<file path="config.mk">
export PLATFORM = sky130hd
export DESIGN_NAME = soundmix_ma
export DESIGN_NICKNAME = d
export VERILOG_FILES = /design/src/rtl/soundmix_ma.sv
export SDC_FILE = /design/constraint.sdc
export NUM_CORES = 1
export LEC_CHECK = 0
export CELL_PAD_IN_SITES_DETAIL_PLACEMENT = 1
export CELL_PAD_IN_SITES_GLOBAL_PLACEMENT = 1
export CORE_AREA = 2 2 76 78
export CTS_BUF_LIST = sky130_fd_sc_hd__clkbuf_8
export DETAILED_ROUTE_END_ITERATION = 10
export DIE_AREA = 0 0 78 80
export GPL_TIMING_DRIVEN = 0
export PLACE_DENSITY_LB_ADDON = 0.1
export SETUP_SLACK_MARGIN = 0.3
export SYNTH_ARGS = -nofsm -noshare
export SYNTH_HDL_FRONTEND = slang
export SYNTH_SLANG_ARGS = --single-unit
</file>
<file path="constraint.sdc">
create_clock -name clk18 -period 3.4 [get_ports clk18]
set_input_delay 1.02 -clock clk18 [delete_from_list [all_inputs] [get_ports clk18]]
set_output_delay 1.02 -clock clk18 [all_outputs]
set_load 0.02 [all_outputs]
</file>
<file path="src/rtl/soundmix_ma.sv">
// Audio mixer: NCH one-bit pulse channels (optionally moving-average filtered) plus PCM,
// decimated to one OUT_W sample per DECIM clocks, and a Schmitt-triggered tape input.
module soundmix_ma #(
  parameter int unsigned     NCH        = 4,
  parameter logic [NCH-1:0]  FILT_MASK  = 4'b0111,
  parameter int unsigned     LOG2DEPTH  = 2,
  parameter int unsigned     DECIM      = 256,
  parameter int unsigned     CH_SHIFT   = 12,
  parameter int unsigned     PCM_W      = 8,
  parameter int unsigned     PCM_SHIFT  = 5,
  parameter int unsigned     OUT_W      = 16,
  parameter bit              OUT_SIGNED = 1'b0,
  parameter int unsigned     HYST       = 4
) (
  input  logic              clk18,
  input  logic              reset_n,
  input  logic [NCH-1:0]    pulses,
  input  logic [NCH-1:0]    chan_mute,
  input  logic [PCM_W-1:0]  pcm,
  input  logic [15:0]       linein,
  output logic [OUT_W-1:0]  audio_out,
  output logic              sample_stb,
  output logic              clip,
  output logic              tapein
);

  localparam int unsigned DEPTH  = 1 << LOG2DEPTH;
  localparam int unsigned DCNT_W = (DECIM > 1) ? $clog2(DECIM) : 1;
  localparam int unsigned NF_W   = $clog2(NCH + 1);
  localparam int unsigned SUM_W  = $clog2(NCH * DEPTH + 1);
  localparam int unsigned MIX_W  = OUT_W + 2;

  localparam logic [OUT_W-1:0] OUT_RST = OUT_SIGNED ? {1'b1, {(OUT_W-1){1'b0}}} : '0;
  localparam logic [8:0]       TAPE_HI = 9'(128 + HYST);
  localparam logic [8:0]       TAPE_LO = 9'(128 - HYST);

  logic [DCNT_W-1:0]            dcnt_q, dcnt_d;
  logic [DEPTH-1:0][NF_W-1:0]   dly_q, dly_d;
  logic [SUM_W-1:0]             sum_q, sum_d;
  logic [OUT_W-1:0]             audio_out_q, audio_out_d;
  logic                         clip_q, clip_d;
  logic                         sample_stb_q, sample_stb_d;
  logic                         tapein_q, tapein_d;

  logic                         ce;
  logic [NCH-1:0]               eff;
  logic [NF_W-1:0]              nf, nd;
  logic [MIX_W-1:0]             mix;
  logic [OUT_W-1:0]             raw;
  logic [7:0]                   line8;
  logic                         unused_line_lsb;

  assign ce              = (dcnt_q == DCNT_W'(DECIM - 1));
  assign eff             = pulses & ~chan_mute;
  assign line8           = {~linein[15], linein[14:8]};
  assign unused_line_lsb = ^linein[7:0];

  // Decimator, moving-average update and mix, all advancing only on ce
  always_comb begin
    dcnt_d       = ce ? '0 : dcnt_q + DCNT_W'(1);
    dly_d        = dly_q;
    sum_d        = sum_q;
    audio_out_d  = audio_out_q;
    clip_d       = clip_q;
    sample_stb_d = ce;
    nf           = '0;
    nd           = '0;
    mix          = '0;
    raw          = '0;

    for (int i = 0; i < NCH; i++) begin
      if (eff[i]) begin
        if (FILT_MASK[i]) nf = nf + NF_W'(1);
        else              nd = nd + NF_W'(1);
      end
    end

    if (ce) begin
      dly_d[0] = nf;
      for (int i = 1; i < DEPTH; i++) dly_d[i] = dly_q[i-1];
      // Running sum: add newest, drop oldest; never underflows
      sum_d = sum_q + SUM_W'(nf) - SUM_W'(dly_q[DEPTH-1]);

      mix = (MIX_W'(sum_d) << (CH_SHIFT - LOG2DEPTH))
          + (MIX_W'(nd)    << CH_SHIFT)
          + (MIX_W'(pcm)   << PCM_SHIFT);

      if (|mix[MIX_W-1:OUT_W]) begin
        raw    = '1;
        clip_d = 1'b1;
      end else begin
        raw    = mix[OUT_W-1:0];
        clip_d = 1'b0;
      end
      if (OUT_SIGNED) raw[OUT_W-1] = ~raw[OUT_W-1];
      audio_out_d = raw;
    end
  end

  // Schmitt comparator: state-dependent thresholds, holds inside the band
  always_comb begin
    tapein_d = tapein_q;
    if (!tapein_q && ({1'b0, line8} >= TAPE_HI)) tapein_d = 1'b1;
    else if (tapein_q && ({1'b0, line8} <= TAPE_LO)) tapein_d = 1'b0;
  end

  always_ff @(posedge clk18 or negedge reset_n) begin
    if (!reset_n) begin
      dcnt_q       <= '0;
      dly_q        <= '0;
      sum_q        <= '0;
      audio_out_q  <= OUT_RST;
      clip_q       <= 1'b0;
      sample_stb_q <= 1'b0;
      tapein_q     <= 1'b0;
    end else begin
      dcnt_q       <= dcnt_d;
      dly_q        <= dly_d;
      sum_q        <= sum_d;
      audio_out_q  <= audio_out_d;
      clip_q       <= clip_d;
      sample_stb_q <= sample_stb_d;
      tapein_q     <= tapein_d;
    end
  end

  assign audio_out  = audio_out_q;
  assign clip       = clip_q;
  assign sample_stb = sample_stb_q;
  assign tapein     = tapein_q;

endmodule

</file>
# Word level (Yosys, flattened, before mapping)
# Cells that the tools add are included.
dict set report totals {
  out_inout_bits 19
  regBits 44
  elab_cells 37
  in_bits 34
}
dict set report op_classes {
  magnitude_cmp 2
  n_reduce_logical 5
  n_bitwise 3
  n_eq_ne 1
  add_sub_neg 7
  muxes 9
}
# cell n
set op_table {}
lappend op_table {{$add A16 B13 Y17} 1}
lappend op_table {{$add A15 B15 Y16} 1}
lappend op_table {{$mux W16} 1}
lappend op_table {{$add A8 B1 Y8 const B} 1}
lappend op_table {{$eq A8 B8 Y1 const B} 1}
lappend op_table {{$ge A8 B8 Y1 const B} 1}
lappend op_table {{$le A8 B7 Y1 const B} 1}
lappend op_table {{$mux W8} 1}
lappend op_table {{$add A3 B1 Y3 const B} 2}
lappend op_table {{$mux W3} 2}
lappend op_table {{$add A5 B3 Y5} 1}
lappend op_table {{$mux W1} 5}
lappend op_table {{$sub A5 B3 Y5} 1}
lappend op_table {{$and A4 B4 Y4} 1}
lappend op_table {{$not A4 Y4} 1}
lappend op_table {{$logic_and A1 B1 Y1} 2}
lappend op_table {{$reduce_bool A2 Y1} 1}
lappend op_table {{$reduce_or A2 Y1} 1}
lappend op_table {{$logic_not A1 Y1} 1}
lappend op_table {{$not A1 Y1} 1}

# Logic depth before layout (Yosys ltp)
dict set report logic_depth {
  ltp_word 13
  ltp_mapped 14
  depth_no_buf 14
}

# Least setup slack after synthesis
# No wires, ideal clock.
dict set report synth_timing {
  path_kind {input-to-reg}
  startpoint {input chan_mute[0]}
  endpoint {register audio_out_q[14] (netlist: audio_out[14])}
  n_path_buf 0
  path_stages 14
  setup_time_ps 128
  arrival_ps 4039
  required_time_ps 3272
  setup_slack_ps -768
  path_cell_list {nand2b_1 -> ha_1 -> xor2_1 -> ha_1 -> inv_1 -> ha_1 -> fa_1 -> xor2_1 -> fa_1 -> ha_1 -> a21o_1 -> a21oi_1 -> nor4_1 -> nand3b_1}
}
dict set report synth_via {
  elab_chain_len 13
}
# element line_no
set synth_lines {}
lappend synth_lines {{start: declaration} 18} ;# input logic [NCH-1:0] chan_mute,
lappend synth_lines {{$not A4 Y4 (*)} 54} ;# assign eff = pulses & ~chan_mute;
lappend synth_lines {{$and A4 B4 Y4 (*)} 54}
lappend synth_lines {{$mux W1 (*)} 72} ;# if (eff[i]) begin
lappend synth_lines {{$add A3 B1 Y3} 73} ;# if (FILT_MASK[i]) nf = nf + NF_W'(1);
lappend synth_lines {{$mux W3 (*)} 72}
lappend synth_lines {{$add A3 B1 Y3} 73}
lappend synth_lines {{$mux W3 (*)} 72}
lappend synth_lines {{$add A5 B3 Y5 (*)} 82} ;# sum_d = sum_q + SUM_W'(nf) - SUM_W'(dly_q[DEPTH-1]);
lappend synth_lines {{$sub A5 B3 Y5 (*)} 82}
lappend synth_lines {{$add A15 B15 Y16 (*)} 85} ;# + (MIX_W'(nd) << CH_SHIFT)
lappend synth_lines {{$add A16 B13 Y17 (*)} 86} ;# + (MIX_W'(pcm) << PCM_SHIFT);
lappend synth_lines {{$reduce_or A2 Y1} 88} ;# if (|mix[MIX_W-1:OUT_W]) begin
lappend synth_lines {{$mux W16 (*)} 88}
lappend synth_lines {{end signal: assignment} 120} ;# audio_out_q <= audio_out_d;
lappend synth_lines {{end: declaration} 40} ;# logic [OUT_W-1:0] audio_out_q, audio_out_d;
# Mark *: on every way between the ends. The rest lies on a longest branch, timed or not.
# A chain may end at the register's enable or synchronous reset.

# Worst setup path in the final report
dict set report layout_timing {
  startpoint {input chan_mute[1]}
  endpoint {register audio_out_q[14] (netlist: audio_out[14])}
}
dict set report layout_via {
  elab_chain_len 11
}
# element line_no
set layout_lines {}
lappend layout_lines {{$not A4 Y4 (*)} 54}
lappend layout_lines {{$and A4 B4 Y4 (*)} 54}
lappend layout_lines {{$mux W3 (*)} 72}
lappend layout_lines {{$add A3 B1 Y3} 73}
lappend layout_lines {{$mux W3 (*)} 72}
lappend layout_lines {{$add A5 B3 Y5 (*)} 82}
lappend layout_lines {{$sub A5 B3 Y5 (*)} 82}
lappend layout_lines {{$add A15 B15 Y16 (*)} 85}
lappend layout_lines {{$add A16 B13 Y17 (*)} 86}
lappend layout_lines {{$reduce_or A2 Y1} 88}
lappend layout_lines {{$mux W16 (*)} 88}
# Marks and branches as above.

==> reports/qor.yml <==
status:
  status: "complete, but fails checks"
  violations: "negative setup slack"
cells_and_area:
  diodes: 0
  seq_area_sq_um: 951
  final_layout_size_suffix_gt1_share_pct: 22.1
  stdcell_count: 335
  final_cell_area_sq_um: 2770
  multi_input_area_sq_um: 1070
  syn_to_final_growth_pct: 39.7
  final_nets: 315
  fill_cells: 615
global_routing:
  grt_remaining_overflow: 0
  grt_max_degree: 39
  grt_usage_pct: 15.1
  antenna_found_initial: 0
  grt_pass1_vias: 1616
  grt_pass1_wl_um: 7310
timing:
  grt_setup_unrepaired: "true"
  fin_ws_ps: -561
  worst_pin_slew_ps: 863
  hold_violations: 0
  fin_crit_sh_pct: 116
  fmax_mhz: 252
  finalSetupViolations: 4
  fin_hold_ws_ps: 467
  min_period_ps: 3960
  relSlewSlack_pct: 42.4
  report.final.slew_viol_count: 0
  skew_ps: 4.15
die:
  core_area_sq_um: 5410
  die_w_um: 78
  die_h_um: 80
  io_pins: 53
  die_area_sq_um: 6240
  rows: 27
  start_util_pct: 36.7
routing:
  avgViaCountPerCell: 4.64
  drtIter0Drc: 24
  firstDrtPassIters: 4
  vias: 1553
  postRouteAntennaNets: 0
  drc: 0
  post_drt_wl_per_cell_um: 13.1
  finalWirelength_um: 4390
logic_synthesis:
  avgSynthCellArea_sq_um: 9.73
  netlist_area_sq_um: 1980
  synthFlopType: "dfrtp_1"
  synth_top_area_cell: "dfrtp_1"
  synth_top_area_share_pct: 47.9
  ys_types: 36
  synth_seq_cells: 38
  yosys_warnings: 0
  synth_edf_count: 0
  synthCells: 204
  synth_seq_area_share_pct: 47.9
  synth_area_leaders: "dfrtp_1 (48%), nand2_1 (12%), ha_1 (8.8%)"
  synthArstFlopShare_pct: 100
cts:
  cts-htree-levels: 2
  postCtsHoldBufs: 0
  clk_pin_slew_ps: 70
  clockBufferDepth: 2
  tritoncts: "built"
  clock_latency_ps: 290
  cts-buffers-inserted: 5
  cts-root-buf: "clkbuf_8"
  cts.sinks: 38
critical_path:
  end_kind: "register"
  cp-startpoint: "chan_mute[1]"
  cp_cell_sequence: "buf_2, nand2b_4, ha_4, nor2_4, a21oi_2, fa_1, inv_2, fa_2, xor2_4, fa_1, ha_1, a21o_1, a21oi_2, nor4_2, nand3b_1"
  critPathRequiredTime_ps: 3570
  crit_fanout: 2
  r2r-start: "dly_q[10]"
  critPathLaunchType: "input port"
  crit_arrival_ps: 4130
  critical_path.slowest_cell: "fa_1"
  critical_path_class: "in2reg"
  crit_path_max_incr_delay_ps: 580
placement:
  gp_congestion: 0.710
  dpl.hpwl_um: 3280
  placed_area_sq_um: 2540
  io_buffers: 38
  numPlacedInstances: 319
power_and_ir_drop:
  p_total_w: 0.00104
  p_per_area_nw_per_um2: 374
  ir_worst_vdd_v: 0.000203
  p_leak_nw: 1.29
job:
  cap_violations: 0
hold_path:
  hp-start: "dly_q[6]"
  hold_path.class: "reg2reg"
power by group:
part	leakage (nW)	switching (W)	internal, W
Clock	0.0573	0.000157	0.000235
Sequential	0.425	0.000000528	0.000452
Combinational	0.810	0.0000854	0.000106
Total	1.29	0.000243	0.000794
layout make-up:
| class | count | share of cell area, % |
|---|---|---|
| plain buffers | 11 | 2.93 |
| clock inverters | 1 | 1.08 |
| multi-input cells | 150 | 38.7 |
| clock buffers | 6 | 2.98 |
| well taps | 72 | 3.25 |
| inverters | 10 | 1.35 |
| flip-flops and latches | 38 | 34.3 |
| repair buffers | 47 | 15.4 |
critical path: cells and delay by family:
kind / cells / cell delay [ps]
and+or+nand+nor: 4 / 470
AOI/OAI and AO/OA: 3 / 390
buffers and inverters: 2 / 150
xor gates and xnor gates: 1 / 180
adders and majority gates: 5 / 1920
metrics by stage:
step / util, % / setup TNS (ps) / setup WS (ps)
floorplan: - / -1810 / -595
global placement: 47.1 / -5240 / -1220
detailed placement: 47.0 / -5600 / -1260
CTS: 50.0 / -1840 / -527
global route: 51.3 / -2360 / -677
finish: 51.3 / -1960 / -561
sequential cells by signal, summed over array words and instances, names as in the netlist:
register,flops
audio_out,11
tapein,1
sum_q,5
dly_q,12
sample_stb,1
dcnt_q,8
worst paths after layout:
check	end	slack (ps)	cells past startpoint
worst min-delay path	dly_q[9]	470	2
worst max-delay path	audio_out[14]	-560	15
worst min register to register	dly_q[9]	470	2
max in group asynchronous	audio_out[5]	2020	1
min in group asynchronous	dcnt_q[5]	840	1
worst max register to register	audio_out[14]	240	10
cells by family after synthesis:
group / after synthesis / synth area share (%)
adder cells (fa/ha/maj): 18 / 12.9
AND/OR/NAND/NOR: 88 / 19.8
multiplexers: 1 / 0.567
other: 1 / 0.189
buffers and inverters: 21 / 5.99
XOR/XNOR: 10 / 4.41
AO/OA/AOI/OAI: 27 / 8.26
flip-flops: 38 / 47.9
cell usage after synthesis, types with 3 or more instances:
cell type  count
fa_1           4
dfrtp_1       38
inv_1          9
nor2_1         3
nand2b_1       3
xnor2_1        6
nand2_1       64
buf_4          6
nand3_1        6
xor2_1         4
o21ai_0        9
a21o_1         3
a21oi_1        7
ha_1          14
routing by layer:
layer  track usage (%)  vias up  routed length (um)
li1                  -      774                   -
met2              25.9       30                2220
met3              3.96        6                 182
met4              5.96        0                  61
met1              18.1      743                1920
met5                 0        -                   0
cell usage in the layout, fill, tap and decap left out, types with 5 or more instances in the layout:
master,count
buf_2,6
dfrtp_1,38
xnor2_1,5
ha_1,9
inv_1,5
buf_4,15
conb_1,6
clkdlybuf4s50_1,31
clkbuf_8,6
o21ai_0,6
nand2_1,64
inv_2,5
nand3_1,6
a21oi_1,5
what timing repair did:
| item | 4_1_cts | 5_1_grt |
|---|---|---|
| endpoints found under the setup margin | 8 | 5 |
| gates resized for setup | 26 | 9 |
| pin swaps | 9 | 9 |
| buffers inserted | 4 | 5 |
Note: power is estimated with default switching activity, not from simulation.
